--- config.mk ---
export PLATFORM = sky130hd
export DESIGN_NAME = vga_sync_gen
export DESIGN_NICKNAME = d
export VERILOG_FILES = /design/src/rtl/vga_sync_gen.sv
export SDC_FILE = /design/constraint.sdc
export NUM_CORES = 1
export LEC_CHECK = 0
export CORE_MARGIN = 2
export CORE_UTILIZATION = 51
export CTS_BUF_LIST = sky130_fd_sc_hd__clkbuf_8
export DETAILED_ROUTE_END_ITERATION = 8
export PLACE_DENSITY = 0.79
export SLEW_MARGIN = 20
export SYNTH_ARGS = -nofsm -noshare
export SYNTH_HDL_FRONTEND = slang
export SYNTH_SLANG_ARGS = --single-unit
--- constraint.sdc ---
create_clock -name clk -period 2.56 [get_ports clk]
set_input_delay 0.512 -clock clk [delete_from_list [all_inputs] [get_ports clk]]
set_output_delay 0.512 -clock clk [all_outputs]
set_load 0.1 [all_outputs]
--- src/rtl/vga_sync_gen.sv ---
// 640x480@60 VGA timing generator: clk/2 pixel strobe, pixel/line counters,
// sync/blank decodes aligned with the counters, line/frame strobes and a frame counter.
module vga_sync_gen #(
   parameter int H_VIS  = 640,
   parameter int H_FP   = 16,
   parameter int H_SYNC = 96,
   parameter int H_BP   = 48,
   parameter int V_VIS  = 480,
   parameter int V_FP   = 10,
   parameter int V_SYNC = 2,
   parameter int V_BP   = 33
) (
   input  logic       clk,
   input  logic       reset,
   input  logic       en,
   output logic [9:0] hcount,
   output logic [9:0] vcount,
   output logic       pixel_tick,
   output logic       hsync,
   output logic       vsync,
   output logic       video_on,
   output logic       line_tick,
   output logic       frame_tick,
   output logic [7:0] frame_count
);

   localparam int H_TOTAL = H_VIS + H_FP + H_SYNC + H_BP;
   localparam int V_TOTAL = V_VIS + V_FP + V_SYNC + V_BP;

   localparam logic [9:0] H_LAST     = 10'(H_TOTAL - 1);
   localparam logic [9:0] V_LAST     = 10'(V_TOTAL - 1);
   localparam logic [9:0] H_SYNC_BEG = 10'(H_VIS + H_FP);
   localparam logic [9:0] H_SYNC_END = 10'(H_VIS + H_FP + H_SYNC);
   localparam logic [9:0] V_SYNC_BEG = 10'(V_VIS + V_FP);
   localparam logic [9:0] V_SYNC_END = 10'(V_VIS + V_FP + V_SYNC);

   logic [9:0] r_hcount;
   logic [9:0] r_vcount;
   logic       r_pixel_tick;
   logic [7:0] r_frame_count;

   logic w_advance;
   logic w_h_end;
   logic w_v_end;
   logic w_line_end;
   logic w_frame_end;

   assign w_advance   = en & r_pixel_tick;
   assign w_h_end     = (r_hcount == H_LAST);
   assign w_v_end     = (r_vcount == V_LAST);
   assign w_line_end  = w_advance & w_h_end;
   assign w_frame_end = w_line_end & w_v_end;

   // NOTE: state registers use non-blocking assignments so every register
   // samples the pre-edge values of the others, independent of statement order.
   always_ff @(posedge clk or posedge reset) begin
      if (reset) begin
         r_hcount      <= '0;
         r_vcount      <= '0;
         r_pixel_tick  <= 1'b0;
         r_frame_count <= '0;
      end else if (en) begin
         r_pixel_tick <= ~r_pixel_tick;
         if (r_pixel_tick) begin
            if (w_h_end) begin
               r_hcount <= '0;
               r_vcount <= w_v_end ? '0 : r_vcount + 10'd1;
            end else begin
               r_hcount <= r_hcount + 10'd1;
            end
         end
         if (w_frame_end) begin
            r_frame_count <= r_frame_count + 8'd1;
         end
      end
   end

   // Decodes are taken straight from the counter registers so they line up with hcount/vcount.
   assign hsync       = ~((r_hcount >= H_SYNC_BEG) && (r_hcount < H_SYNC_END));
   assign vsync       = ~((r_vcount >= V_SYNC_BEG) && (r_vcount < V_SYNC_END));
   assign video_on    = (r_hcount < 10'(H_VIS)) && (r_vcount < 10'(V_VIS));
   assign line_tick   = w_line_end;
   assign frame_tick  = w_frame_end;

   assign hcount      = r_hcount;
   assign vcount      = r_vcount;
   assign pixel_tick  = r_pixel_tick;
   assign frame_count = r_frame_count;

endmodule

### Yosys cells after proc, flatten, opt, wreduce, memory -nomap -nowiden

Index checks and enable logic that the tools add are counted.

| operators by class | value |
|---|---|
| bitwise operators | 6 |
| add/sub/neg operators | 3 |
| muxes and demuxes | 2 |
| $lt $le $gt $ge | 6 |
| equality and inequality tests | 2 |
| reduce and logical (&&, ||, !) cells | 6 |

Operators by type and width:

| kind | number |
|---|---|
| 10-bit by 1-bit adder with 10-bit output (second input constant) | 2 |
| 10-bit equality test (second input constant) | 2 |
| 10-bit < comparator (second input constant) | 2 |
| 10-bit by 9-bit < comparator with 1-bit output (second input constant) | 2 |
| 10-bit 2-to-1 mux | 2 |
| 10-bit greater-or-equal comparator (second input constant) | 1 |
| 10-bit by 9-bit greater-or-equal comparator with 1-bit output (second input constant) | 1 |
| 8-bit by 1-bit adder with 8-bit output (second input constant) | 1 |
| 2-bit AND reduction | 2 |
| 1-bit bitwise AND | 3 |
| 1-bit logical AND | 3 |
| 1-bit NOT | 3 |
| 3-bit AND reduction | 1 |

| storage, ports and cells | value |
|---|---|
| bits in registers | 29 |
| output and inout bits | 34 |

### Logic depth before layout (Yosys ltp)

Gate-level depths: netlist of the first run.

| logic depth | value |
|---|---|
| depth after elaboration | 4 |
| mapped depth | 7 |
| depth with buffers taken out | 6 |

### Least setup slack after synthesis of the first run

OpenSTA, ideal clock, no wires.

| timing path | value |
|---|---|
| kind | register to register |
| start point | register r_hcount[0], in the netlist hcount[0] |
| end point | register r_frame_count[1], in the netlist frame_count[1] |
| path buffers | 1 |
| cell stages (with the launch flop) | 7 |
| setup time | 0.126 ns |
| period minus slack after synthesis | 3.773 ns |
| arrival time | 3.647 ns |
| path slack | -1.213 ns |
| cell sequence | dfrtp_1 -> ha_1 -> and4_1 -> clkbuf_4 -> nand4_1 -> nor2_1 -> mux2_2 |

| between the ends | value |
|---|---|
| word-level cells in the longest chain between the ends | 4 |

Ends and longest elaborated chain:

| what | line | source |
|---|---|---|
| start, declared | 37 | `logic [9:0] r_hcount;` |
| start signal, assigned | 69 | `r_hcount <= r_hcount + 10'd1;` |
| 10-bit equality test | 49 | `assign w_h_end = (r_hcount == H_LAST);` |
| 1-bit bitwise AND | 51 | `assign w_line_end = w_advance & w_h_end;` |
| 1-bit bitwise AND | 52 | `assign w_frame_end = w_line_end & w_v_end;` |
| via frame_tick | 23 | `output logic frame_tick,` |
| 2-bit AND reduction (no source line) | - |  |
| end signal, assigned | 73 | `r_frame_count <= r_frame_count + 8'd1;` |
| end, declared | 40 | `logic [7:0] r_frame_count;` |

The timed path passes the listed nets, and every way through them passes these cells.
A chain may end at the register's enable or synchronous reset.

### Worst setup path after layout of the first run

| timing path | value |
|---|---|
| start point | register r_vcount[1], in the netlist vcount[1] |
| end point | output port frame_tick |

| between the ends | value |
|---|---|
| word-level cells in the longest chain between the ends | 2 |

Ends and longest elaborated chain:

| what | line | source |
|---|---|---|
| start, declared | 38 | `logic [9:0] r_vcount;` |
| start signal, assigned | 67 | `r_vcount <= w_v_end ? '0 : r_vcount + 10'd1;` |
| 10-bit equality test | 50 | `assign w_v_end = (r_vcount == V_LAST);` |
| 1-bit bitwise AND | 52 |  |
| end, declared | 23 |  |

No other way between the ends.

==> results of run 1 <==
## final cells by class
| type | instances | area [sq um] |
|---|---|---|
| clock buffers | 5 | 68.8 |
| clock inverters | 3 | 65.1 |
| fillers | 211 | 787 |
| inverters | 11 | 47.5 |
| multi-input cells | 112 | 817 |
| flip-flops and latches | 29 | 761 |
| well taps | 33 | 41.3 |
| repair buffers | 48 | 415 |
## worst reg2reg max path, cell delays in order (launching register included)
cell and delay (ns):
dfrtp_4 0.48, inv_1 0.11, ha_4 0.13, nand4_1 0.12
or4b_4 0.53, nor2_4 0.16, buf_4 0.13, buf_4 0.10
mux2_2 0.31
## path summary, 6_finish.rpt
check | start | end | slack [ns] | cells past startpoint
hold reg to reg | frame_count[7]$_DFFE_PP0P_ | frame_count[7]$_DFFE_PP0P_ | 0.47 | 1
max in group asynchronous | reset | vcount[0]$_DFFE_PP0N_ | 1.62 | 3
setup / recovery | vcount[1]$_DFFE_PP0N_ | frame_tick | 0.05 | 6
hold / removal | frame_count[7]$_DFFE_PP0P_ | frame_count[7]$_DFFE_PP0P_ | 0.47 | 1
setup reg to reg | vcount[1]$_DFFE_PP0N_ | frame_count[1]$_DFFE_PP0P_ | 0.38 | 8
min in group asynchronous | reset | frame_count[5]$_DFFE_PP0P_ | 0.61 | 3
## report_power, final
group	switching, mW	leakage [nW]	total, mW	internal, mW
logic	0.398	0.618	0.507	0.109
clock network	0.183	0.0681	0.569	0.386
registers	0.0778	0.344	0.600	0.522
total	0.659	1.03	1.68	1.02
## per-stage QoR
step / std cells / area (sq um) / hold WS [ns]
finish: 241 / 2220 / 0.467
global route: 241 / 2220 / 0.486
CTS: 238 / 2180 / 0.473
detailed placement: 227 / 2020 / 0.462
global placement: 227 / 2020 / 0.460
floorplan: 158 / 1650 / 0.589
## cell families after synthesis
group / share of synthesized area, %
compound gates: 6.98
xor+xnor: 9.99
fa+ha+maj: 4.76
buf+inv: 5.00
flops: 46.0
mux: 1.43
simple gates: 25.9
## flip-flops by register name, indices dropped and copies added, names as in the netlist
signal and flops:
pixel_tick 1, frame_count 8, hcount 10, vcount 10
## repair_timing
item	CTS	global route
setup endpoints to repair	1	1
endpoints found under the hold margin	0	0
pin swaps	2	2
setup buffers	3	3
cloned	0	0
resized for setup	0	3
## layer usage
layer	share of wire [%]	track usage [%]
met1	45	30.3
met2	48	35.5
met3	5.4	5.90
met4	1.3	7.62
met5	0	0
## cell usage in the layout (no fill, tap or decap), drive strengths merged, types with 6 or more instances in the layout
| cell type | Yosys | layout |
|---|---|---|
| nand2 | 12 | 12 |
| dfrtp | 29 | 29 |
| nand3 | 17 | 17 |
| o21ai | 8 | 8 |
| buf | 3 | 46 |
| nand4 | 7 | 7 |
| inv | 11 | 10 |
| xnor2 | 10 | 10 |
| nor2 | 7 | 7 |
| ha | 6 | 6 |
| xor2 | 8 | 8 |
==> qor.yml, run 1 <==
logic_synthesis:
  synthesis.nets: 167
  ys_ff_latch: 29
  ys_top_cells_by_area: "dfrtp_1 46%, xnor2_1 5.6%, nand3_1 5.4%"
  async_reset_ff_share_pct: 100
  syn_area_sq_um: 1580
  synth_most_common_cell: "dfrtp_1"
  seq_area_frac_synth_pct: 46.0
  syn_inst: 158
  syn_avg_cell_area_sq_um: 9.99
  yosysUniqueCellTypes: 37
  ys.flop_type: "dfrtp_1"
  synth_warnings: 0
  synth_commonest_cells: "29 x dfrtp_1, 17 x nand3_1, 12 x nand2_1"
  synth_edf_count: 0
  netlist.area_leader.share_pct: 46.0
  synth_top_area_cell: "dfrtp_1"
worst_setup_path:
  required_ns: 2.05
  critPathMaxFanout: 2
  crit_buf_inv: 2
  worst_path_max_delay_cell: "or4b_4"
  critPathCaptureType: "primary output"
  cp_cell_sequence: "inv_1, ha_4, nand4_1, or4b_4, nor2_4, buf_12"
  worstSetupPathType: "reg -> out"
  cp-start-kind: "flop"
  arrival_ns: 2.00
  critical_path.top_delay_family: "simple AND/OR/NAND/NOR gates"
  max_stage_delay_ns: 0.53
die:
  die_y_um: 59.6
  die_w_um: 59.6
  initial_core_util_pct: 52.5
  rows: 20
  dieArea_sq_um: 3550
  core_area_sq_um: 3000
  io_pins: 37
final_layout:
  area_growth_pct: 40.4
  drive_gt1_share_pct: 41.8
  nets: 216
  insertedDiodeCount: 0
  fin_util_pct: 73.8
clock_tree:
  cts_root_buf: "clkbuf_8"
  clock-sinks: 29
  postCtsHoldBufs: 0
  cts_inserted_buffers: 5
  cts_tree: "built"
  h-tree-depth: 2
  clockBufferDepth: 2
  clk_latency_ns: 0.29
  clk_pin_slew_ns: 0.07
place:
  hpwlAfterDp_um: 2620
  pre_cts_slack_ns: 0.208
  io_buffers: 36
  routabilityCongestion: 0.861
timing:
  tightest_slew_ns: 0.499
  hold_viol: 0
  slew_headroom_pct: 66.2
  setup_slack_ns: 0.0506
  min_period_ns: 2.51
  finalMaxSlewViolations: 0
  fmax_mhz: 399
  setup_viol: 0
  post-route-period-util_pct: 98.0
  setup_tns_ns: 0
  finClkSkew_ns: 0.00462
route:
  ant_nets: 0
  vias: 1389
  drt_pass1_iterations: 4
  dr.first_iter.drc_count: 81
  post-route-drc-count: 0
  routed_wl_um: 3840
  wire_per_inst_um: 15.9
  viasPerCell: 5.76
power:
  total_power_mw: 1.68
  leakage_nw: 1.03
  power_density_nw_per_um2: 756
  ir_drop_mv: 0.803
run_status:
  outcome: "finished, final reports clean"
grt:
  grt_first_pass_wirelength_um: 5920
  grt_pass1_vias: 1218
  antenna_found_initial: 0
  overflow: 0
  grt_start_max_net_pins: 30
  grt_usage_pct: 22.6
min_path:
  hold_path_class: "reg -> reg"
run:
  cap_violations: 0
Note: power is estimated with default switching activity, not from simulation.
==> run 2, diff against run 1 <==
--- a/config.mk
+++ b/config.mk
@@ -8,6 +8,7 @@
 export CORE_MARGIN = 2
 export CORE_UTILIZATION = 51
 export CTS_BUF_LIST = sky130_fd_sc_hd__clkbuf_8
+export CTS_CLUSTER_DIAMETER = 60
 export DETAILED_ROUTE_END_ITERATION = 8
 export PLACE_DENSITY = 0.79
 export SLEW_MARGIN = 20
==> results of run 2 <==
Final layout, timing and power as in run 1 (identical DEF).
==> run 3, diff against run 2 <==
--- a/config.mk
+++ b/config.mk
@@ -5,8 +5,10 @@
 export SDC_FILE = /design/constraint.sdc
 export NUM_CORES = 1
 export LEC_CHECK = 0
+export CELL_PAD_IN_SITES_DETAIL_PLACEMENT = 1
+export CELL_PAD_IN_SITES_GLOBAL_PLACEMENT = 1
 export CORE_MARGIN = 2
-export CORE_UTILIZATION = 51
+export CORE_UTILIZATION = 39
 export CTS_BUF_LIST = sky130_fd_sc_hd__clkbuf_8
 export CTS_CLUSTER_DIAMETER = 60
 export DETAILED_ROUTE_END_ITERATION = 8
==> run 3 against run 2 <==
Global-route usage is 1.5 points lower; sequential power is 1% higher; cell area is 1.2% higher; sequential share of layout area is 0.40 points lower; total power is 3.7% lower; clock skew is 0.0040 ns higher; clock-buffer cell count is 1 higher; critical path depth stayed put.
==> qor.yml, run 3 (same netlist as run 1, synthesis figures left out) <==
timing:
  hold_viol: 0  # unchanged
  tightest_slew_ns: 0.514  # +0.0150 ns
  post-route-period-util_pct: 97.3  # -0.72 points
  slew_headroom_pct: 65.6  # -0.61 points
  min_period_ns: 2.49  # -0.0184 ns
  setup_viol: 0  # unchanged
  grt_setup_unrepaired: "no"
  hold_slack_ns: 0.486  # +0.0186 ns
  finalMaxSlewViolations: 0  # unchanged
  fmax_mhz: 401  # +0.74%
  finClkSkew_ns: 0.00863  # +0.00401 ns
clock_tree:
  clock-sinks: 29  # unchanged
  postCtsHoldBufs: 0  # unchanged
  cts_root_buf: "clkbuf_8"
  clockBufferDepth: 2  # unchanged
  cts_tree: "built"
  clk_pin_slew_ns: 0.07  # about the same
  cts_inserted_buffers: 5  # unchanged
  h-tree-depth: 2  # unchanged
  clk_latency_ns: 0.29  # about the same
power:
  power_density_nw_per_um2: 720  # -4.8%
  leakage_nw: 1.04  # +0.67%
  ir_drop_mv: 0.299  # -63%
  total_power_mw: 1.61  # -3.7%
  combPwrFrac_pct: 31.9  # +1.7 points
  internal_power_mw: 0.946  # -7.0%
  p_sw_mw: 0.668  # +1.5%
  sw_frac_of_total_pct: 41.4  # +2.1 points
  power_frac_seq_pct: 37.6  # +1.8 points
  power_frac_clock_pct: 30.6  # -3.4 points
place:
  routabilityCongestion: 0.867  # +0.77%
  hpwlAfterDp_um: 3120  # +19%
  io_buffers: 36  # unchanged
grt:
  grt_first_pass_wirelength_um: 6980  # +18%
  antenna_found_initial: 0  # unchanged
  grt_usage_pct: 21.1  # -1.5 points
  grt_start_max_net_pins: 30  # unchanged
  grt_pass1_vias: 1444  # +19%
  overflow: 0  # unchanged
final_layout:
  fillers: 451  # +110%
  multi_input_area_sq_um: 817  # unchanged
  final_common_cell: "buf_4"
  mostFrequentLayoutCells: "45 x buf_4, 16 x nand3_1, 13 x dfrtp_2, 12 x nand2_1, 11 x dfrtp_1"
  register_area_sq_um: 761  # unchanged
  insertedDiodeCount: 0  # unchanged
  nets: 219  # +1.4%
  area_growth_pct: 42.1
  drive_gt1_share_pct: 42.2  # +0.35 points
route:
  routed_wl_um: 4380  # +14%
  vias: 1432  # +3.1%
  drt_pass1_iterations: 4  # unchanged
  dr.first_iter.drc_count: 33  # -59%
  wire_per_inst_um: 16.8  # +5.4%
  viasPerCell: 5.49  # -4.8%
  ant_nets: 0  # unchanged
  post-route-drc-count: 0  # unchanged
die:
  io_pins: 37  # unchanged
  die_y_um: 67.6  # +13%
  dieArea_sq_um: 4570  # +29%
  die_w_um: 67.6  # +13%
  initial_core_util_pct: 40.0  # -13 points
  rows: 23  # +15%
  core_area_sq_um: 3940  # +31%
run_status:
  outcome: "finished, final reports clean"
worst_setup_path:
  critPathMaxFanout: 2  # unchanged
  worstSetupPathType: "reg -> out"
  critPathCaptureType: "primary output"
  arrival_ns: 1.98  # -0.02 ns
  required_ns: 2.05  # about the same
  cp-start-kind: "flop"
run:
  cap_violations: 0  # unchanged
min_path:
  hold_path_class: "reg -> reg"
## run 3: cell count changes in the layout (fill, tap and decap cells not counted), sizes merged
cell | previous run | this run
inv | 10 | 11
clkinv | 1 | 0
clkbuf | 5 | 6
buf | 46 | 49
bufinv | 2 | 1
## run 3: metal layers
metal,global-route usage (%),wire length (um)
met2,35.8,2320
met1,25.2,1820
met5,0,0
met3,6.17,183
met4,7.91,59
## run 3: worst max-delay path: stages, from the launching register on
cell     delay (ns)
dfrtp_4        0.47
inv_1          0.11
ha_4           0.14
nand4_1        0.11
or4b_4         0.53
nor2_4         0.16
buf_12         0.18
## run 3: area by class of cell
cell class,instances,share of cell area (%)
multi-input combinational,112,36.4
tap,50,2.79
sequential,29,33.9
timing repair buffer,51,19.5
clock buffer,6,3.68
inverter,11,2.12
clock inverter,2,1.51
## run 3: what timing repair did
| item | in CTS | in global routing |
|---|---|---|
| cloned | 0 | 0 |
| pin swaps | 3 | 2 |
| buffers inserted | 4 | 4 |
| setup endpoints to repair | 1 | 2 |
| gates resized for setup | 2 | 1 |
## run 3: stage by stage
step | setup TNS (ns) | area [sq um] | cells | utilization (%) | setup slack (ns)
floorplan | -0.0423 | 1650 | 158 | - | -0.0271
global placement | 0 | 2050 | 245 | 52.0 | 0.0751
detailed placement | 0 | 2050 | 245 | 52.0 | 0.0703
CTS | 0 | 2200 | 257 | 55.9 | 0.0102
global route | 0 | 2240 | 261 | 56.9 | 0.00881
finish | 0 | 2240 | 261 | 56.9 | 0.0690
## run 3: final timing paths
| path | start | endpoint | slack (ns) | cells after the start |
|---|---|---|---|---|
| max | vcount[1]$_DFFE_PP0N_ | frame_tick | 0.07 | 6 |
| min | frame_count[7]$_DFFE_PP0P_ | frame_count[7]$_DFFE_PP0P_ | 0.49 | 1 |
| max reg2reg | vcount[1]$_DFFE_PP0N_ | frame_count[1]$_DFFE_PP0P_ | 0.39 | 8 |
| min reg2reg | frame_count[7]$_DFFE_PP0P_ | frame_count[7]$_DFFE_PP0P_ | 0.49 | 1 |
| max in group asynchronous | reset | hcount[1]$_DFFE_PP0N_ | 1.64 | 3 |
| min in group asynchronous | reset | frame_count[6]$_DFFE_PP0P_ | 0.60 | 3 |
## run 3: power by group through the flow
stage	clock network [mW]	registers (mW)	logic (mW)
after global placement	0	0.607	0.507
after detailed placement	0	0.613	0.514
after CTS	0.500	0.604	0.517
after floorplan	0	0.902	0.111
after global routing	0.528	0.620	0.542
final	0.494	0.606	0.515
